`config.mk`:
```
export PLATFORM = sky130hd
export DESIGN_NAME = vga_timing_ctrl_flat
export DESIGN_NICKNAME = d
export VERILOG_FILES = /design/src/rtl/vga_pkg.sv /design/src/rtl/vga_timing_ctrl_if.sv /design/src/rtl/vga_axis_fsm.sv /design/src/rtl/vga_timing_ctrl.sv /design/src/flat_wrapper.sv
export SDC_FILE = /design/constraint.sdc
export NUM_CORES = 1
export LEC_CHECK = 0
export ABC_AREA = 1
export CAP_MARGIN = 0
export CORE_ASPECT_RATIO = 1.75
export CORE_MARGIN = 4
export CORE_UTILIZATION = 55
export DETAILED_ROUTE_END_ITERATION = 12
export DONT_BUFFER_PORTS = 1
export PLACE_DENSITY = 0.71
export SYNTH_ARGS = -nofsm -noshare
export SYNTH_HDL_FRONTEND = slang
export SYNTH_SLANG_ARGS = --single-unit
```
`constraint.sdc`:
```
create_clock -name clk -period 2.1 [get_ports clk]
set_input_delay 0.21 -clock clk [delete_from_list [all_inputs] [get_ports clk]]
set_output_delay 0.21 -clock clk [all_outputs]
set_load 0.02 [all_outputs]
```
`src/rtl/vga_pkg.sv`:
```
// Shared timing constants, axis state encoding and colour type for the VGA timing slice.
package vga_pkg;

    localparam int unsigned CNT_W       = 10;

    localparam int unsigned DEF_CLK_DIV = 2;
    localparam int unsigned DEF_H_VIS   = 640;
    localparam int unsigned DEF_H_FP    = 16;
    localparam int unsigned DEF_H_SW    = 96;
    localparam int unsigned DEF_H_BP    = 48;
    localparam int unsigned DEF_V_VIS   = 480;
    localparam int unsigned DEF_V_FP    = 10;
    localparam int unsigned DEF_V_SW    = 2;
    localparam int unsigned DEF_V_BP    = 33;

    typedef enum logic [1:0] {
        ST_ACT  = 2'd0,
        ST_FP   = 2'd1,
        ST_SYNC = 2'd2,
        ST_BP   = 2'd3
    } axis_state_t;

    typedef logic [7:0] rgb332_t;

    localparam rgb332_t RGB_WHITE = 8'hFF;
    localparam rgb332_t RGB_BLACK = 8'h00;

endpackage

```
`src/rtl/vga_timing_ctrl_if.sv`:
```
// Colour-configuration handshake between a requester and the VGA timing controller.
interface vga_timing_ctrl_if;
    import vga_pkg::*;

    logic    cfg_valid;
    rgb332_t cfg_fg;
    rgb332_t cfg_bg;
    logic    cfg_ready;

    modport master (output cfg_valid, output cfg_fg, output cfg_bg, input  cfg_ready);
    modport slave  (input  cfg_valid, input  cfg_fg, input  cfg_bg, output cfg_ready);

endinterface

```
`src/rtl/vga_axis_fsm.sv`:
```
// One scan axis: counter plus ACT/FP/SYNC/BP state machine, advancing once per step.
module vga_axis_fsm
    import vga_pkg::*;
#(
    parameter int unsigned VIS = DEF_H_VIS,
    parameter int unsigned FP  = DEF_H_FP,
    parameter int unsigned SW  = DEF_H_SW,
    parameter int unsigned BP  = DEF_H_BP
) (
    input  logic             clk,
    input  logic             reset,
    input  logic             step,
    output logic [CNT_W-1:0] count,
    output axis_state_t      state,
    output logic             wrap
);

    localparam int unsigned TOTAL = VIS + FP + SW + BP;

    localparam logic [CNT_W-1:0] LAST_ACT  = CNT_W'(VIS - 1);
    localparam logic [CNT_W-1:0] LAST_FP   = CNT_W'(VIS + FP - 1);
    localparam logic [CNT_W-1:0] LAST_SYNC = CNT_W'(VIS + FP + SW - 1);
    localparam logic [CNT_W-1:0] LAST      = CNT_W'(TOTAL - 1);

    axis_state_t state_nxt;

    assign wrap = step && (count == LAST);

    always_ff @(posedge clk) begin
        if (reset) begin
            state <= ST_ACT;
            count <= '0;
        end else if (step) begin
            state <= state_nxt;
            count <= wrap ? '0 : count + 1'b1;
        end
    end

    always_comb begin
        state_nxt = state;
        case (state)
            ST_ACT:  if (count == LAST_ACT)  state_nxt = ST_FP;
            ST_FP:   if (count == LAST_FP)   state_nxt = ST_SYNC;
            ST_SYNC: if (count == LAST_SYNC) state_nxt = ST_BP;
            ST_BP:   if (count == LAST)      state_nxt = ST_ACT;
            default: state_nxt = ST_ACT;
        endcase
    end

endmodule

```
`src/rtl/vga_timing_ctrl.sv`:
```
// VGA timing controller: pixel-tick divider, H/V scan FSMs, two-stage sync/colour pipeline,
// and colour shadow registers that only take effect at the start of a frame.
module vga_timing_ctrl
    import vga_pkg::*;
#(
    parameter int unsigned CLK_DIV  = DEF_CLK_DIV,
    parameter int unsigned H_VIS    = DEF_H_VIS,
    parameter int unsigned H_FP     = DEF_H_FP,
    parameter int unsigned H_SW     = DEF_H_SW,
    parameter int unsigned H_BP     = DEF_H_BP,
    parameter int unsigned V_VIS    = DEF_V_VIS,
    parameter int unsigned V_FP     = DEF_V_FP,
    parameter int unsigned V_SW     = DEF_V_SW,
    parameter int unsigned V_BP     = DEF_V_BP,
    parameter logic        SYNC_POL = 1'b0
) (
    input  logic              clk,
    input  logic              reset,
    input  logic              letra,
    vga_timing_ctrl_if.slave  cfg,
    output logic              pix_tick,
    output logic [CNT_W-1:0]  pix_x,
    output logic [CNT_W-1:0]  pix_y,
    output logic              frame_start,
    output logic              hsync,
    output logic              vsync,
    output rgb332_t           rgb
);

    localparam int unsigned DIV_W   = (CLK_DIV > 1) ? $clog2(CLK_DIV) : 1;
    localparam int unsigned H_TOTAL = H_VIS + H_FP + H_SW + H_BP;
    localparam int unsigned V_TOTAL = V_VIS + V_FP + V_SW + V_BP;

    localparam logic [DIV_W-1:0] DIV_LAST = DIV_W'(CLK_DIV - 1);
    localparam logic [CNT_W-1:0] H_LAST   = CNT_W'(H_TOTAL - 1);
    localparam logic [CNT_W-1:0] V_LAST   = CNT_W'(V_TOTAL - 1);

    logic [DIV_W-1:0] div_cnt;
    axis_state_t      h_state;
    axis_state_t      v_state;
    logic             h_wrap;
    logic             v_wrap;
    logic             at_origin;
    logic             cfg_ready_int;
    logic             xfer;
    logic             video_on;
    logic             d_video_on;
    logic             d_hs;
    logic             d_vs;
    rgb332_t          sh_fg, sh_bg;
    rgb332_t          fg, bg;

    always_ff @(posedge clk) begin
        if (reset || pix_tick) div_cnt <= '0;
        else                   div_cnt <= div_cnt + 1'b1;
    end

    assign pix_tick = (div_cnt == DIV_LAST);

    vga_axis_fsm #(.VIS(H_VIS), .FP(H_FP), .SW(H_SW), .BP(H_BP)) u_h_axis (
        .clk   (clk),
        .reset (reset),
        .step  (pix_tick),
        .count (pix_x),
        .state (h_state),
        .wrap  (h_wrap)
    );

    vga_axis_fsm #(.VIS(V_VIS), .FP(V_FP), .SW(V_SW), .BP(V_BP)) u_v_axis (
        .clk   (clk),
        .reset (reset),
        .step  (h_wrap),
        .count (pix_y),
        .state (v_state),
        .wrap  (v_wrap)
    );

    // at_origin tracks (0,0) so frame_start needs no 20-bit compare.
    always_ff @(posedge clk) begin
        if (reset)         at_origin <= 1'b1;
        else if (pix_tick) at_origin <= v_wrap;
    end

    assign frame_start   = pix_tick && at_origin;
    assign cfg_ready_int = (v_state != ST_ACT) && !((pix_x == H_LAST) && (pix_y == V_LAST));
    assign cfg.cfg_ready = cfg_ready_int;
    assign xfer          = cfg.cfg_valid && cfg_ready_int && pix_tick;

    always_ff @(posedge clk) begin
        if (reset) begin
            sh_fg <= RGB_WHITE;
            sh_bg <= RGB_BLACK;
            fg    <= RGB_WHITE;
            bg    <= RGB_BLACK;
        end else begin
            if (xfer) begin
                sh_fg <= cfg.cfg_fg;
                sh_bg <= cfg.cfg_bg;
            end
            if (frame_start) begin
                fg <= sh_fg;
                bg <= sh_bg;
            end
        end
    end

    assign video_on = (h_state == ST_ACT) && (v_state == ST_ACT);

    // Stage 1 waits for the glyph lookup; stage 2 emits colour and sync together.
    always_ff @(posedge clk) begin
        if (reset) begin
            d_video_on <= 1'b0;
            d_hs       <= ~SYNC_POL;
            d_vs       <= ~SYNC_POL;
            hsync      <= ~SYNC_POL;
            vsync      <= ~SYNC_POL;
            rgb        <= '0;
        end else if (pix_tick) begin
            d_video_on <= video_on;
            d_hs       <= (h_state == ST_SYNC) ? SYNC_POL : ~SYNC_POL;
            d_vs       <= (v_state == ST_SYNC) ? SYNC_POL : ~SYNC_POL;
            hsync      <= d_hs;
            vsync      <= d_vs;
            rgb        <= d_video_on ? (letra ? fg : bg) : '0;
        end
    end

endmodule

```
`src/flat_wrapper.sv`:
```
// flat-port wrapper written by rule: the top's interface ports become plain ports
module vga_timing_ctrl_flat import vga_pkg::*;
#(
    parameter int unsigned CLK_DIV  = DEF_CLK_DIV,
    parameter int unsigned H_VIS    = DEF_H_VIS,
    parameter int unsigned H_FP     = DEF_H_FP,
    parameter int unsigned H_SW     = DEF_H_SW,
    parameter int unsigned H_BP     = DEF_H_BP,
    parameter int unsigned V_VIS    = DEF_V_VIS,
    parameter int unsigned V_FP     = DEF_V_FP,
    parameter int unsigned V_SW     = DEF_V_SW,
    parameter int unsigned V_BP     = DEF_V_BP,
    parameter logic        SYNC_POL = 1'b0
)
  (clk, reset, letra, pix_tick, pix_x, pix_y, frame_start, hsync, vsync, rgb, cfg_cfg_valid, cfg_cfg_fg, cfg_cfg_bg, cfg_cfg_ready);
  vga_timing_ctrl_if cfg_i ();
  input  logic clk;
  input  logic reset;
  input  logic letra;
  output logic pix_tick;
  output logic [CNT_W-1:0] pix_x;
  output logic [CNT_W-1:0] pix_y;
  output logic frame_start;
  output logic hsync;
  output logic vsync;
  output rgb332_t rgb;
  input wire logic [$bits(cfg_i.cfg_valid)-1:0] cfg_cfg_valid;
  input wire logic [$bits(cfg_i.cfg_fg)-1:0] cfg_cfg_fg;
  input wire logic [$bits(cfg_i.cfg_bg)-1:0] cfg_cfg_bg;
  output wire logic [$bits(cfg_i.cfg_ready)-1:0] cfg_cfg_ready;
  assign cfg_i.cfg_valid = cfg_cfg_valid;
  assign cfg_i.cfg_fg = cfg_cfg_fg;
  assign cfg_i.cfg_bg = cfg_cfg_bg;
  assign cfg_cfg_ready = cfg_i.cfg_ready;
  vga_timing_ctrl #(.CLK_DIV(CLK_DIV), .H_VIS(H_VIS), .H_FP(H_FP), .H_SW(H_SW), .H_BP(H_BP), .V_VIS(V_VIS), .V_FP(V_FP), .V_SW(V_SW), .V_BP(V_BP), .SYNC_POL(SYNC_POL)) u_core (.clk(clk), .reset(reset), .letra(letra), .cfg(cfg_i), .pix_tick(pix_tick), .pix_x(pix_x), .pix_y(pix_y), .frame_start(frame_start), .hsync(hsync), .vsync(vsync), .rgb(rgb));
endmodule
```
==> results of run 1 <==
==> worst max-delay path: stages, from the launching register on <==
cell	delay, ns
dfxtp_1	0.41
inv_1	0.10
ha_1	0.19
nand3_1	0.08
inv_1	0.04
nand3_1	0.13
inv_2	0.10
a21oi_4	0.36
==> state kept, by name, indices dropped and copies added (netlist names), 2 cells and up <==
register / cells
u_core.u_v_axis.state: 2
u_core.u_v_axis.count: 10
u_core.u_h_axis.state: 2
u_core.bg: 8
u_core.sh_bg: 8
u_core.sh_fg: 8
u_core.fg: 8
u_core.rgb: 8
u_core.u_h_axis.count: 10
==> logic make-up (layout without fill, tap and decap cells) <==
kind of cell | count (synthesis) | in the layout | share of synthesized area, %
buffers and inverters | 59 | 89 | 7.647
adders and majority gates | 14 | 14 | 5.435
DFF | 71 | 71 | 44.10
xor gates and xnor gates | 3 | 3 | 0.8154
AOI/OAI and AO/OA | 54 | 54 | 9.278
and+or+nand+nor | 222 | 222 | 30.24
muxes | 8 | 8 | 2.485
==> metal layers <==
| metal | part of all wire, % | vias to the layer above | global-route usage [%] |
|---|---|---|---|
| li1 | - | 1429 | - |
| met1 | 38 | 1248 | 24.04 |
| met2 | 54 | 69 | 39.55 |
| met3 | 5.4 | 10 | 5.464 |
| met4 | 1.9 | 0 | 9.199 |
| met5 | 0 | - | 0 |
==> final cells by class <==
cell class | count | share of cell area (%)
inverters | 47 | 4.785
well taps | 76 | 2.579
multi-input cells | 301 | 42.38
flip-flops and latches | 71 | 38.55
clock buffers | 9 | 3.359
clock inverters | 5 | 2.036
repair buffers | 28 | 6.311
==> cell usage in the layout, fill, tap and decap left out, drive strengths merged <==
master       count
nor2            67
a22oi            3
buf             19
a32o             2
nand3           42
inv             46
or2              1
nand3b           1
nor3             4
nand4            1
xor2             3
and3             1
dfxtp           71
a21o             1
bufinv           2
nand2          104
mux2i            8
a21oi           23
nor3b            1
o21ai           24
ha              14
dlygate4sd3      9
clkbuf           9
clkinv           4
o22ai            1
==> per-stage QoR <==
step	power, mW	hold slack [ns]	cells
global route	2.786	0.01525	537
floorplan	1.540	0.3449	431
global placement	1.571	0.2856	514
finish	2.683	0.01256	537
CTS	2.710	0.0009639	537
detailed placement	1.573	0.2884	514
==> power by group <==
group | internal, mW | switching, mW
clock network | 0.649 | 0.476
registers | 1.38 | 0.0320
logic | 0.0586 | 0.0851
total | 2.09 | 0.593
==> worst paths after layout <==
| check | startpoint | end | slack [ns] | cells past startpoint |
|---|---|---|---|---|
| worst max-delay path | u_core.u_v_axis.count[1]$_SDFFE_PP0N_ | cfg_cfg_ready | 0.14 | 7 |
| worst min-delay path | cfg_cfg_bg[7] | u_core.sh_bg[7]$_SDFFE_PP0P_ | 0.01 | 2 |
| worst min register to register | u_core.sh_bg[7]$_SDFFE_PP0P_ | u_core.bg[7]$_SDFFE_PP0P_ | 0.46 | 2 |
| worst max register to register | u_core.u_h_axis.count[1]$_SDFFE_PP0P_ | u_core.sh_bg[5]$_SDFFE_PP0P_ | 0.22 | 10 |
==> timing repair <==
item | in CTS | in global routing
hold buffers | 9 | 0
endpoints found under the hold margin | 13 | 0
gates resized for setup | 1 | 0
endpoints found under the setup margin | 1 | 0
==> run metrics, run 1 <==
minimum clock period 1.964 ns; largest net degree at the start of global routing 38; HPWL Detailed 5.491 mm; Critical Path RT 1.89 ns; Inserted Diodes 0; Leakage 1.673 nW; Die X-Extent ~66 µm; Area Growth Syn to Fin 14.40%; Seq/Total Area, Yosys 44.10%; H-tree depth 3; Setup TNS 0 ns; RSZ-0062 raised after global routing no; main flop type after synthesis dfxtp_1; Filler cells 492; clock slew at reported path FFs roughly 0.070 ns; EDFF count, synth 0; Slew Limit Fails 0; drc violations 0; Hold WC Path Type in -> reg; cts bufs inserted 9; Post-Syn Area per Cell 7.478 µm²; setup ws final 0.1360 ns; period utilisation layout 93.52%; DP Worst Slack 0.2123 ns; Ports 53; Reg area 0.001421 mm²; Routed wire per std cell around 14 µm; DRT Pass-1 Iters 4; crit end category output port; Core ar. 0.005630 mm²; top cells by count, synth nand2_1 (100), dfxtp_1 (71), nor2_1 (62); Worst-Margin Slew ~0.57 ns; worst skew pair latency roughly 0.34 ns; final design utilization 65.49%; CTS Root Cell clkbuf_8; ratio of cells with drive above 1 in the final layout between 10% and 20%; Synth area leader dfxtp_1; # rows 36; status completed; area occupied by multi-input gates 0.001563 mm²; FF+latch count, synth 71; Placed Area 0.003391 mm²; maxcap violations 0; total clock sinks 71; GRT Util Overall about 22%; fmax 0.5092 GHz; initial antenna violation count 0; first-pass GRT wire length 12.11 mm; Starting Density between 50% and 60%; Worst Setup Start Kind flip-flop; synth top area cells dfxtp_1 (44%), nand2_1 (12%), nor2_1 (7.2%), nand3_1 (6.2%), ha_1 (5.4%); 1st-iter DRT viols 180; ys async rst share 0%; Die Y 109.3 µm; vias per cell just over 5; PortBufs 0; Post-Syn Instances ~430; Worst slew margin 61.76%; die area 0.007197 mm²; total setup buffers inserted after CTS 0; vias in the first global route 2687; Synth top area share 44.10%; via count 2756; syn_nets 465; Crit path arrival time 1.75 ns; most common cell in the netlist nand2_1; cell area after layout 0.003687 mm²; Yosys warning total 0; Netlist cell types 35; Clock Path Buffers 2; TritonCTS clock tree built; crit-path max FO 9; # nets final 492; synthesized area 0.003223 mm²; WL final 7.280 mm; GPL Wtd Cong 0.8733; final setup fails 0; Fin. Hold Viols 0; Antenna Nets Post-Route 0; critical path class reg -> out; Worst VDD drop 518.6 µV; Pwr per Cell Area approximately 730 mW/mm²; global route overflow 0; clock skew around 0.0066 ns
No activity file was read; power rests on OpenSTA's default activity.
==> run 2: changes to the inputs <==
--- a/config.mk
+++ b/config.mk
@@ -13,6 +13,7 @@
 export DETAILED_ROUTE_END_ITERATION = 12
 export DONT_BUFFER_PORTS = 1
 export PLACE_DENSITY = 0.71
+export SKIP_LAST_GASP = 1
 export SYNTH_ARGS = -nofsm -noshare
 export SYNTH_HDL_FRONTEND = slang
 export SYNTH_SLANG_ARGS = --single-unit
==> results of run 2 <==
No change in the layout: final DEF, timing and power equal those of run 1.
==> run 3: changes to the inputs <==
--- a/config.mk
+++ b/config.mk
@@ -6,13 +6,14 @@
 export NUM_CORES = 1
 export LEC_CHECK = 0
 export ABC_AREA = 1
+export ABC_CLOCK_PERIOD_IN_PS = 2100
 export CAP_MARGIN = 0
 export CORE_ASPECT_RATIO = 1.75
 export CORE_MARGIN = 4
 export CORE_UTILIZATION = 55
 export DETAILED_ROUTE_END_ITERATION = 12
 export DONT_BUFFER_PORTS = 1
-export PLACE_DENSITY = 0.71
+export PLACE_DENSITY = 0.7
 export SKIP_LAST_GASP = 1
 export SYNTH_ARGS = -nofsm -noshare
 export SYNTH_HDL_FRONTEND = slang
==> run metrics, run 3 (synthesis gave the netlist of run 1 again) <==
Worst-Margin Slew 0.5224 ns (was 0.5715 ns); worst skew pair latency 0.34 ns (about the same); Clock Path Buffers 2 (unchanged); hold_sp cfg_cfg_bg[6] (was cfg_cfg_bg[7]); routed wl met2 3.916 mm (was 3.966 mm); GRT Util Overall 22.57% (was 22.02%); largest net degree at the start of global routing 25 (was 38); crit-path max FO 9 (unchanged); period utilisation layout 92.31% (was 93.52%); Met1 Wirelength 2.867 mm (was 2.782 mm); Worst Setup Start Kind flip-flop (unchanged); Leakage 1.702 nW (was 1.673 nW); Die X-Extent 65.87 µm (unchanged); highest metal used met4 (unchanged); WL final 7.415 mm (was 7.280 mm); vias per cell 5.190 (was 5.132); most frequent cells in the layout nand2_1 (100), dfxtp_1 (71), nor2_1 (62), nand3_1 (40), inv_1 (39) (unchanged); setup ws final 0.1615 ns (was 0.1360 ns); r2r setup slk 0.22 ns (about the same); # nets final 500 (was 492); status completed (unchanged); initial antenna violation count 0 (unchanged); Ports 53 (unchanged); critical path class reg -> out (unchanged); ratio of cells with drive above 1 in the final layout 12.10% (was 12.15%); minimum clock period 1.939 ns (was 1.964 ns); via count 2839 (was 2756); Hold Crit Endpoint u_core.sh_bg[6]$_SDFFE_PP0P_ (was u_core.sh_bg[7]$_SDFFE_PP0P_); Area Growth Syn to Fin 16.54% (was 14.40%); cts bufs inserted 9 (unchanged); drc violations 0 (unchanged); Worst slew margin 65.14% (was 61.76%); global route overflow 0 (unchanged); Pwr per Cell Area 701.8 mW/mm² (was 727.6 mW/mm²); Core ar. 0.005630 mm² (unchanged); HPWL Detailed 5.437 mm (was 5.491 mm); r2r endpoint u_core.sh_bg[3]$_SDFFE_PP0P_ (was u_core.sh_bg[5]$_SDFFE_PP0P_); r2r worst-path depth 10 (unchanged); Inserted Diodes 0 (unchanged); Antenna Nets Post-Route 0 (unchanged); Starting Density 57.24% (unchanged); PortBufs 0 (unchanged); GPL Wtd Cong 0.9017 (was 0.8733); Hold WC Path Type in -> reg (unchanged); 1st-iter DRT viols 138 (was 180); final setup fails 0 (unchanged); RSZ-0062 raised after global routing no (unchanged); depth of the worst hold-timing path 2 (unchanged); die area 0.007197 mm² (unchanged); Fin. Hold Viols 0 (unchanged); DRT Pass-1 Iters 4 (unchanged); CTS Root Cell clkbuf_8 (unchanged); Die Y 109.3 µm (unchanged); Filler cells 522 (was 492); DR WL met3 374 µm (was 391 µm); first-pass GRT wire length 12.23 mm (was 12.11 mm); DP Worst Slack 0.2452 ns (was 0.2123 ns); clock skew 0.008496 ns (was 0.006609 ns); fmax 0.5159 GHz (was 0.5092 GHz); Setup TNS 0 ns (unchanged); H-tree depth 3 (unchanged); maxcap violations 0 (unchanged); TritonCTS clock tree built (unchanged); Worst VDD drop 486.8 µV (was 518.6 µV); total clock sinks 71 (unchanged); clock slew at reported path FFs 0.07 ns (about the same); Slew Limit Fails 0 (unchanged); Largest regs u_core.u_h_axis.count: 10 flops, u_core.u_v_axis.count: 10 flops (unchanged); # rows 36 (unchanged); Critical Path RT 1.89 ns (about the same); Crit Reg-Reg Startpoint u_core.u_h_axis.count[1]$_SDFFE_PP0P_ (unchanged); Crit path arrival time 1.73 ns (was 1.75 ns); vias in the first global route 2667 (was 2687); crit end category output port (unchanged); most common cell after layout, fill and taps aside nand2_1 (unchanged); Routed wire per std cell 13.56 µm (about the same)
[run 3: area by class of cell]
class                   instances  area, µm²  share of cell area [%]
repair buffers                 36      310.3                   8.261
clock buffers                  12      145.1                   3.864
well taps                      76      95.09                   2.532
multi-input cells             301       1563                   41.61
clock inverters                 4      45.04                   1.199
inverters                      47      176.4                   4.697
flip-flops and latches         71       1421                   37.84
[run 3: how the worst max path moves through the flow]
stage,from,end,slack (ns),depth (start not counted)
6_report,u_core.u_h_axis.count[1]$_SDFFE_PP0P_,cfg_cfg_ready,0.16,6
5_1_grt,u_core.u_h_axis.count[1]$_SDFFE_PP0P_,u_core.sh_bg[5]$_SDFFE_PP0P_,0.06,10
4_1_cts,u_core.u_v_axis.count[0]$_SDFFE_PP0N_,cfg_cfg_ready,0.04,7
3_5_place_dp,u_core.u_h_axis.count[1]$_SDFFE_PP0P_,u_core.sh_bg[2]$_SDFFE_PP0P_,0.25,10
3_3_place_gp,u_core.u_h_axis.count[1]$_SDFFE_PP0P_,u_core.sh_bg[4]$_SDFFE_PP0P_,0.31,10
2_1_floorplan,u_core.u_v_axis.count[0]$_SDFFE_PP0N_,u_core.sh_fg[0]$_SDFFE_PP1P_,0.38,9
[run 3: stage by stage]
stage | instances | hold slack [ns] | utilization [%] | area [µm²] | power [mW]
after floorplan | 431 | 0.3449 | - | 3223 | 1.540
after global placement | 515 | 0.2849 | 60.36 | 3398 | 1.575
after detailed placement | 515 | 0.2863 | 60.36 | 3398 | 1.575
after CTS | 547 | 0.009950 | 66.58 | 3749 | 2.666
after global routing | 547 | 0.01029 | 66.71 | 3756 | 2.729
final | 547 | 0.03170 | 66.71 | 3756 | 2.636
[run 3: power breakdown]
part	switching, mW	internal, mW
logic	0.0884	0.0690
clock network	0.488	0.576
registers	0.0322	1.38
total	0.609	2.03
[run 3: routing by layer]
| layer | up-vias | track usage (%) |
|---|---|---|
| met5 | - | 0 |
| met1 | 1286 | 23.64 |
| met3 | 22 | 5.876 |
| met4 | 0 | 13.06 |
| met2 | 76 | 39.70 |
| li1 | 1455 | - |
[run 3: worst max-delay path: stages (launching register included)]
cell     delay [ns]
dfxtp_1        0.51
ha_1           0.28
nand3_2        0.12
nor2_4         0.17
nand2_2        0.09
inv_2          0.10
a21oi_4        0.12
[run 3: what timing repair did]
| item | CTS | global route |
|---|---|---|
| buffers inserted | 0 | 0 |
| hold buffers | 16 | 0 |
| endpoints found under the hold margin | 21 | 0 |
| resized for setup | 0 | 1 |
| setup endpoints to repair | 0 | 1 |
